===== src/rtl/mem_arb_pkg.sv =====
// ============================================================================
// Module : mem_arb_pkg
// Shared types and constants for the two-port RAM access controller.
// Rev    : 1.0  initial release
// ============================================================================
`default_nettype none

package mem_arb_pkg;

    localparam int ADDR_W_DEF = 7;
    localparam int DATA_W_DEF = 8;

    localparam logic PORT_A = 1'b0;
    localparam logic PORT_B = 1'b1;

    typedef enum logic [1:0] {
        ST_IDLE   = 2'd0,
        ST_ACCESS = 2'd1,
        ST_DONE   = 2'd2
    } arb_state_t;

endpackage

`default_nettype wire


===== src/rtl/mem_arb_pick.sv =====
// ============================================================================
// Module : mem_arb_pick
// Combinational two-way picker. Defining MEM_ARB_FIXED_PRI_EN makes port A
// win every contention and removes the pointer input.
// Rev    : 1.0  initial release
// ============================================================================
`default_nettype none

module mem_arb_pick
    import mem_arb_pkg::*;
(
    input  logic req_a,
    input  logic req_b,
`ifndef MEM_ARB_FIXED_PRI_EN
    input  logic pointer,
`endif
    output logic valid,
    output logic winner
);

    assign valid = req_a | req_b;

`ifdef MEM_ARB_FIXED_PRI_EN
    assign winner = req_a ? PORT_A : PORT_B;
`else
    // On contention the pointer decides; otherwise the lone requester wins.
    assign winner = (req_a && req_b) ? pointer :
                    (req_b ? PORT_B : PORT_A);
`endif

endmodule

`default_nettype wire


===== src/rtl/mem_arbiter.sv =====
// ============================================================================
// Module : mem_arbiter
// Two-port access controller for a negedge-clocked single-port RAM. One
// transaction every three cycles; MEM_ARB_FIXED_PRI_EN selects fixed priority.
// Rev    : 1.0  initial release
// ============================================================================
`default_nettype none

module mem_arbiter
    import mem_arb_pkg::*;
#(
    parameter int ADDR_W = ADDR_W_DEF,
    parameter int DATA_W = DATA_W_DEF
) (
    input  logic              clock,
    input  logic              reset,
    input  logic              a_req,
    input  logic              a_we,
    input  logic [ADDR_W-1:0] a_addr,
    input  logic [DATA_W-1:0] a_wdata,
    output logic              a_ack,
    output logic [DATA_W-1:0] a_rdata,
    input  logic              b_req,
    input  logic              b_we,
    input  logic [ADDR_W-1:0] b_addr,
    input  logic [DATA_W-1:0] b_wdata,
    output logic              b_ack,
    output logic [DATA_W-1:0] b_rdata,
    output logic              mem_cs,
    output logic              mem_we,
    output logic [ADDR_W-1:0] mem_address,
    output logic [DATA_W-1:0] mem_data_in,
    input  logic [DATA_W-1:0] mem_data_out,
    output logic              busy,
    output logic              grant_b
);

    arb_state_t        r_state;
    logic              r_mem_cs;
    logic              r_mem_we;
    logic [ADDR_W-1:0] r_mem_address;
    logic [DATA_W-1:0] r_mem_data_in;
    logic              r_a_ack;
    logic              r_b_ack;
    logic [DATA_W-1:0] r_a_rdata;
    logic [DATA_W-1:0] r_b_rdata;
    logic              r_busy;
    logic              r_grant_b;

    logic              w_valid;
    logic              w_winner;

`ifndef MEM_ARB_FIXED_PRI_EN
    logic              r_rr_ptr;
`endif

    mem_arb_pick u_pick (
        .req_a   (a_req),
        .req_b   (b_req),
`ifndef MEM_ARB_FIXED_PRI_EN
        .pointer (r_rr_ptr),
`endif
        .valid   (w_valid),
        .winner  (w_winner)
    );

    always_ff @(posedge clock) begin
        if (reset) begin
            r_state       <= ST_IDLE;
            r_mem_cs      <= 1'b0;
            r_mem_we      <= 1'b0;
            r_mem_address <= '0;
            r_mem_data_in <= '0;
            r_a_ack       <= 1'b0;
            r_b_ack       <= 1'b0;
            r_a_rdata     <= '0;
            r_b_rdata     <= '0;
            r_busy        <= 1'b0;
            r_grant_b     <= PORT_A;
`ifndef MEM_ARB_FIXED_PRI_EN
            r_rr_ptr      <= PORT_A;
`endif
        end else begin
            case (r_state)
                ST_IDLE: begin
                    if (w_valid) begin
                        r_mem_cs  <= 1'b1;
                        r_busy    <= 1'b1;
                        r_grant_b <= w_winner;
                        r_state   <= ST_ACCESS;
`ifndef MEM_ARB_FIXED_PRI_EN
                        r_rr_ptr  <= ~w_winner;
`endif
                        if (w_winner == PORT_B) begin
                            r_mem_we      <= b_we;
                            r_mem_address <= b_addr;
                            r_mem_data_in <= b_wdata;
                        end else begin
                            r_mem_we      <= a_we;
                            r_mem_address <= a_addr;
                            r_mem_data_in <= a_wdata;
                        end
                    end
                end

                ST_ACCESS: begin
                    // RAM acted on the negedge just passed; its read data is settled.
                    r_mem_cs <= 1'b0;
                    r_mem_we <= 1'b0;
                    r_state  <= ST_DONE;
                    if (r_grant_b == PORT_B) begin
                        r_b_ack <= 1'b1;
                        if (!r_mem_we) begin
                            r_b_rdata <= mem_data_out;
                        end
                    end else begin
                        r_a_ack <= 1'b1;
                        if (!r_mem_we) begin
                            r_a_rdata <= mem_data_out;
                        end
                    end
                end

                ST_DONE: begin
                    // Turnaround cycle: requests are not sampled here.
                    r_a_ack <= 1'b0;
                    r_b_ack <= 1'b0;
                    r_busy  <= 1'b0;
                    r_state <= ST_IDLE;
                end

                default: begin
                    r_state  <= ST_IDLE;
                    r_mem_cs <= 1'b0;
                    r_mem_we <= 1'b0;
                    r_a_ack  <= 1'b0;
                    r_b_ack  <= 1'b0;
                    r_busy   <= 1'b0;
                end
            endcase
        end
    end

    assign mem_cs      = r_mem_cs;
    assign mem_we      = r_mem_we;
    assign mem_address = r_mem_address;
    assign mem_data_in = r_mem_data_in;
    assign a_ack       = r_a_ack;
    assign b_ack       = r_b_ack;
    assign a_rdata     = r_a_rdata;
    assign b_rdata     = r_b_rdata;
    assign busy        = r_busy;
    assign grant_b     = r_grant_b;

endmodule

`default_nettype wire


===== config.mk =====
export PLATFORM = sky130hd
export DESIGN_NAME = mem_arbiter
export DESIGN_NICKNAME = d
export VERILOG_FILES = /design/src/rtl/mem_arb_pkg.sv /design/src/rtl/mem_arb_pick.sv /design/src/rtl/mem_arbiter.sv
export SDC_FILE = /design/constraint.sdc
export NUM_CORES = 1
export LEC_CHECK = 0
export BUFFER_PORTS_ARGS = -buffer_cell sky130_fd_sc_hd__buf_4
export CORE_ASPECT_RATIO = 0.6
export CORE_MARGIN = 4
export CORE_UTILIZATION = 45
export DETAILED_ROUTE_END_ITERATION = 8
export PLACE_DENSITY = 0.8
export SYNTH_ARGS = -nofsm -noshare
export SYNTH_HDL_FRONTEND = slang
export SYNTH_SLANG_ARGS = --single-unit

===== constraint.sdc =====
create_clock -name clock -period 1.8 [get_ports clock]
set_input_delay 0.18 -clock clock [delete_from_list [all_inputs] [get_ports clock]]
set_output_delay 0.18 -clock clock [all_outputs]
set_load 0.1 [all_outputs]

### Word level (Yosys, flattened, before mapping)

Index checks and enable logic that the tools add are counted.

* bits in registers: 40
* input bits: 44

* eq/ne operators: 5
* muxes and demuxes: 16
* bitwise gates (word level): 7
* reduce and logical (&&, ||, !) cells: 9

Operators with widths (number)
* 1-bit one-hot mux with 2 select lines: 5
* 2-bit AND reduction: 5
* 8-bit 2-to-1 mux: 1
* 1-bit 2-to-1 mux: 7
* 7-bit 2-to-1 mux: 1
* 1-bit NOT: 6
* 3-bit AND reduction: 2
* 2-bit != test (second input constant): 2
* 2-bit one-hot mux with 2 select lines: 1
* 2-bit by 1-bit == test with 1-bit output (second input constant): 1
* 2-bit == test (second input constant): 1
* 2-bit logical NOT: 1
* 2-bit 2-to-1 mux: 1
* 2-bit by 1-bit != test with 1-bit output (second input constant): 1
* 1-bit logical AND: 1
* 1-bit bitwise OR: 1

### Longest topological paths before layout

* depth after elaboration: 5
* depth in mapped cells: 5
* mapped depth without buffers: 3

### Modules after synthesis

From an unflattened synthesis, not the netlist that was laid out.

* cells, all modules: 165
* area total of the unflattened synthesis: 1684.1 µm²

By module, submodules not included
* mem_arbiter: times used 1, cells an instance 162, area an instance 1666.6 µm², sequential area each 800.8 µm²
* mem_arb_pick: times used 1, cells an instance 3, area an instance 17.5 µm², sequential area each 0.0 µm²

### Worst setup path before layout

No wires, ideal clock.

* kind: register -> register
* from: reg r_grant_b, in the netlist grant_b
* to: reg r_b_rdata[0], in the netlist b_rdata[0]
* setup time: 128 ps
* arrival time: 1758 ps
* data required time: 1672 ps
* slack: -86 ps
* cell stages (with the launch flop): 5
* cells stage by stage: dfxtp_1 > and4bb_2 > buf_4 > mux2i_1 > nor2_1

* cells in the longest elaborated chain, start to end: 1

Ends and longest elaborated chain
* from (decl): RTL line mem_arbiter.sv:48 `logic r_grant_b;`
* from (signal assigned): RTL line mem_arbiter.sv:89 `r_grant_b <= w_winner;`
* 3-bit AND reduction (no line)
* to (signal assigned): RTL line mem_arbiter.sv:114 `r_b_rdata <= mem_data_out;`
* to (decl): RTL line mem_arbiter.sv:46 `logic [DATA_W-1:0] r_b_rdata;`

No other way between the ends.
A chain may end at the register's enable or synchronous reset.

### Worst setup path after layout

* from: reg r_state[0]
* to: reg r_mem_address[0], in the netlist mem_address[0]

* cells in the longest elaborated chain, start to end: 2

Ends and longest elaborated chain
* from (decl): RTL line mem_arbiter.sv:38 `arb_state_t r_state;`
* from (signal assigned): RTL line mem_arbiter.sv:69 `r_state <= ST_IDLE;`
* from (signal assigned): RTL line mem_arbiter.sv:90 `r_state <= ST_ACCESS;`
* from (signal assigned): RTL line mem_arbiter.sv:110 `r_state <= ST_DONE;`
* 2-bit logical NOT: RTL line mem_arbiter.sv:84 `case (r_state)`
* 2-bit AND reduction (no line)
* to (signal assigned): RTL line mem_arbiter.sv:96 `r_mem_address <= b_addr;`
* to (signal assigned): RTL line mem_arbiter.sv:100 `r_mem_address <= a_addr;`
* to (decl): RTL line mem_arbiter.sv:41 `logic [ADDR_W-1:0] r_mem_address;`

No other way between the ends.

==> flow_summary_export.csv <==
group,metric,value,unit
timing,hold_slack,0.145,ns
grt,grt_max_degree,40,
setup_path,worst-path-max-fanout,17,
yosys,yosysSeqAreaShare,48.4,%
clock_tree,cts_root_buffer,"clkbuf_8",
pwr,power.density,1050,nW/um^2
setup_path,arrival,1.77,ns
setup_path,worstPathCellList,"buf_4, or2_1, o21ai_0, a31oi_1",
timing,setup_slack,0.238,ns
drt,ant_nets,0,
yosys,synth_cell_types,29,
finish,regArea,802,um^2
setup_path,r2r_start,"r_state[0]",
yosys,yosys.area_share.adder,0,%
timing,tightest_slew,0.534,ns
clock_tree,cts_resized,0,
yosys,synth_edf_count,0,
grt,grt_pass1_vias,1622,
clock_tree,cts_made_buffers,5,
setup_path,path_buf_inv,1,
clock_tree,cts.sinks,40,
setup_path,r2r_end,"mem_address[0]",
placement,pre_cts_ws,0.247,ns
clock_tree,cts_tree,"done",
flow_run,max_cap_violations,0,
grt,grt_pass1_wl,7.60,mm
grt,track_usage,20.5,%
placement,gp_congestion,0.744,
finish,fin_cells,312,
finish,stdcell_area,2380,um^2
run_status,status,"complete, no violations",
clock_tree,cts_max_path_buffers,2,
drt,drt-pass1-iter-count,4,
drt,drtIter0Drc,96,
pwr,switchingPower,922,uW
timing,setup_viol,0,
timing,clock.fmax,0.640,GHz
setup_path,worstPathRequired,2.01,ns
clock_tree,htreeDepth,2,
clock_tree,clk_pin_slew,0.08,ns
yosys,synth_xor_area_share,0,%
setup_path,path_class,"register to register",
floorplanning,io_pins,81,
yosys,synth_compound_area_share,16.5,%
timing,post-route-min-period,1.56,ns
setup_path,crit_slowest_cell,"dfxtp_1",
drt,drt_wl_total,4.67,mm
pwr,seqPwrFrac,39.7,%
timing,relSlewSlack,64.3,%
finish,nets,310,
floorplanning,rows,16,
placement,numPortBuffers,80,
finish,drive_gt1_share,38.2,%
drt,vias,1674,
timing,slew_viol_final,0,
yosys,synthesis.area,1660,um^2
finish,area_growth,44.0,%
hold_path,min_path_type,"primary input to register",
placement,placed_area,2280,um^2
yosys,syn_area_per_cell,8.80,um^2
setup_path,crit_cells,4,
finish,antennaDiodeCount,0,
yosys,synthMuxAreaShare,4.84,%
yosys,async_flop_share,0,%
yosys,synth-main-ff-cell,"dfxtp_1",
grt,overflow,0,
setup_path,crit_family,"flip-flops",
setup_path,r2r_cells,4,
finish,fillers,283,
floorplanning,fp.dieH,55.0,um
hold_path,holdPathEnd,"b_rdata[5]",
placement,dp.cells,304,
yosys,synth_top_family_by_area,"simple AND/OR/NAND/NOR gates",
pwr,intPower,1580,uW
setup_path,regToRegSetupSlack,0.24,ns
grt,antenna_found_initial,0,
finish,multiInputGateArea,757,um^2
setup_path,max_stage_delay,0.45,ns
floorplanning,start_util,48.9,%
yosys,yosys.area_share.simple,24.4,%
timing,final-hold-violation-count,0,
hold_path,hold_start,"mem_data_out[5]",
clock_tree,clk_latency,0.28,ns
setup_path,start_kind,"register",
yosys,syn-instance-count,188,
drt,post_drt_wl_per_cell,15.0,um
floorplanning,die_area,4740,um^2
yosys,syn-num-nets,232,
timing,rsz0062_at_grt,"false",
clock_tree,hold_buffers,0,
pwr,p_clk_share,28.3,%
drt,via_per_inst,5.37,
yosys,ys_ff_latch,40,
timing,finalClockSkew,0.00536,ns
setup_path,endpoint_kind,"register",
pwr,swShare,36.9,%
pwr,power_frac_comb,31.9,%
hold_path,hold_depth,3,
clock_tree,cts_setup_buffers,0,
drt,drc,0,
pwr,p_leak,0.00101,uW
floorplanning,core_area,3380,um^2
floorplanning,fp.dieW,86.3,um
yosys,yosysWarnings,0,
placement,hpwl,3.40,mm
pwr,ir_drop,0.509,mV
timing,setup_tns,0,ns
timing,fin_crit_sh,86.8,%
-- registers in the layout (all words and copies together), names as in the netlist --
signal,flops
a_rdata,8
b_rdata,8
mem_data_in,8
mem_address,7
r_state,2
a_ack,1
b_ack,1
busy,1
grant_b,1
mem_cs,1
mem_we,1
r_rr_ptr,1
-- stage by stage --
stage / power (uW) / util [%]
after global placement: 1800 / 67.3
after global routing: 2600 / 70.5
after floorplan: 1600 / -
final: 2500 / 70.5
after CTS: 2510 / 70.5
after detailed placement: 1810 / 67.3
-- cells by family after synthesis --
group	count (synthesis)
buffers and inverters	18
DFF	40
muxes	8
AOI/OAI and AO/OA	46
and+or+nand+nor	76
-- cell usage after synthesis (2+ instances only) --
cell	count	share of area (%)
dfxtp_1	40	48
nand2_1	17	3.9
a21oi_1	10	3.0
a31oi_1	15	5.7
mux2i_1	8	4.8
o21ai_0	14	4.2
nor2_1	16	3.6
inv_1	2	0.45
nand3_1	31	9.4
buf_4	3	1.4
clkbuf_1	8	1.8
nor3b_4	2	2.3
buf_6	2	1.4
buf_2	3	0.91
nor3_1	3	0.91
-- cell type report --
type	count	share of cell area [%]
clock inverter	2	1.47
timing repair buffer	87	27.4
clock buffer	6	3.04
inverter	2	0.315
tap	45	2.36
multi-input combinational	130	31.8
sequential	40	33.6
-- routing by layer --
layer | global-route usage [%] | share of wire (%)
met1 | 28.7 | 46
met2 | 32.1 | 43
met3 | 5.92 | 11
met4 | 3.89 | 0.21
met5 | 0 | 0
-- power groups by stage --
stage,sequential [uW],combinational [uW],clock (uW)
after floorplan,1400,195,0
after global placement,1010,793,0
after detailed placement,1010,799,0
after CTS,991,800,720
after global routing,1000,838,765
final,992,798,708
-- tightest hold or removal path, stage by stage --
cell and delay, ns:
buf_4 0.08, mux2i_1 0.05, nor2_1 0.07
-- worst max-delay path by stage --
stage | start | to | slack, ns
2_1_floorplan | mem_we | b_rdata[0] | 0.01
3_3_place_gp | r_state[0] | mem_address[3] | 0.36
3_5_place_dp | r_state[0] | mem_address[0] | 0.25
4_1_cts | r_state[0] | mem_address[0] | 0.23
5_1_grt | r_state[0] | mem_address[0] | 0.06
6_report | r_state[0] | mem_address[0] | 0.24
-- cell usage in the layout, fill, tap and decap left out, drive strengths merged, types with 2 or more instances in the layout --
master  instances
clkbuf          6
nand2          17
nor3            3
a21oi          10
inv             2
nand3          31
or2             2
nor3b           3
buf            87
mux2i           8
dfxtp          40
nor2           16
a31oi          15
o21ai          15
Power figures use the tool's default switching activity.
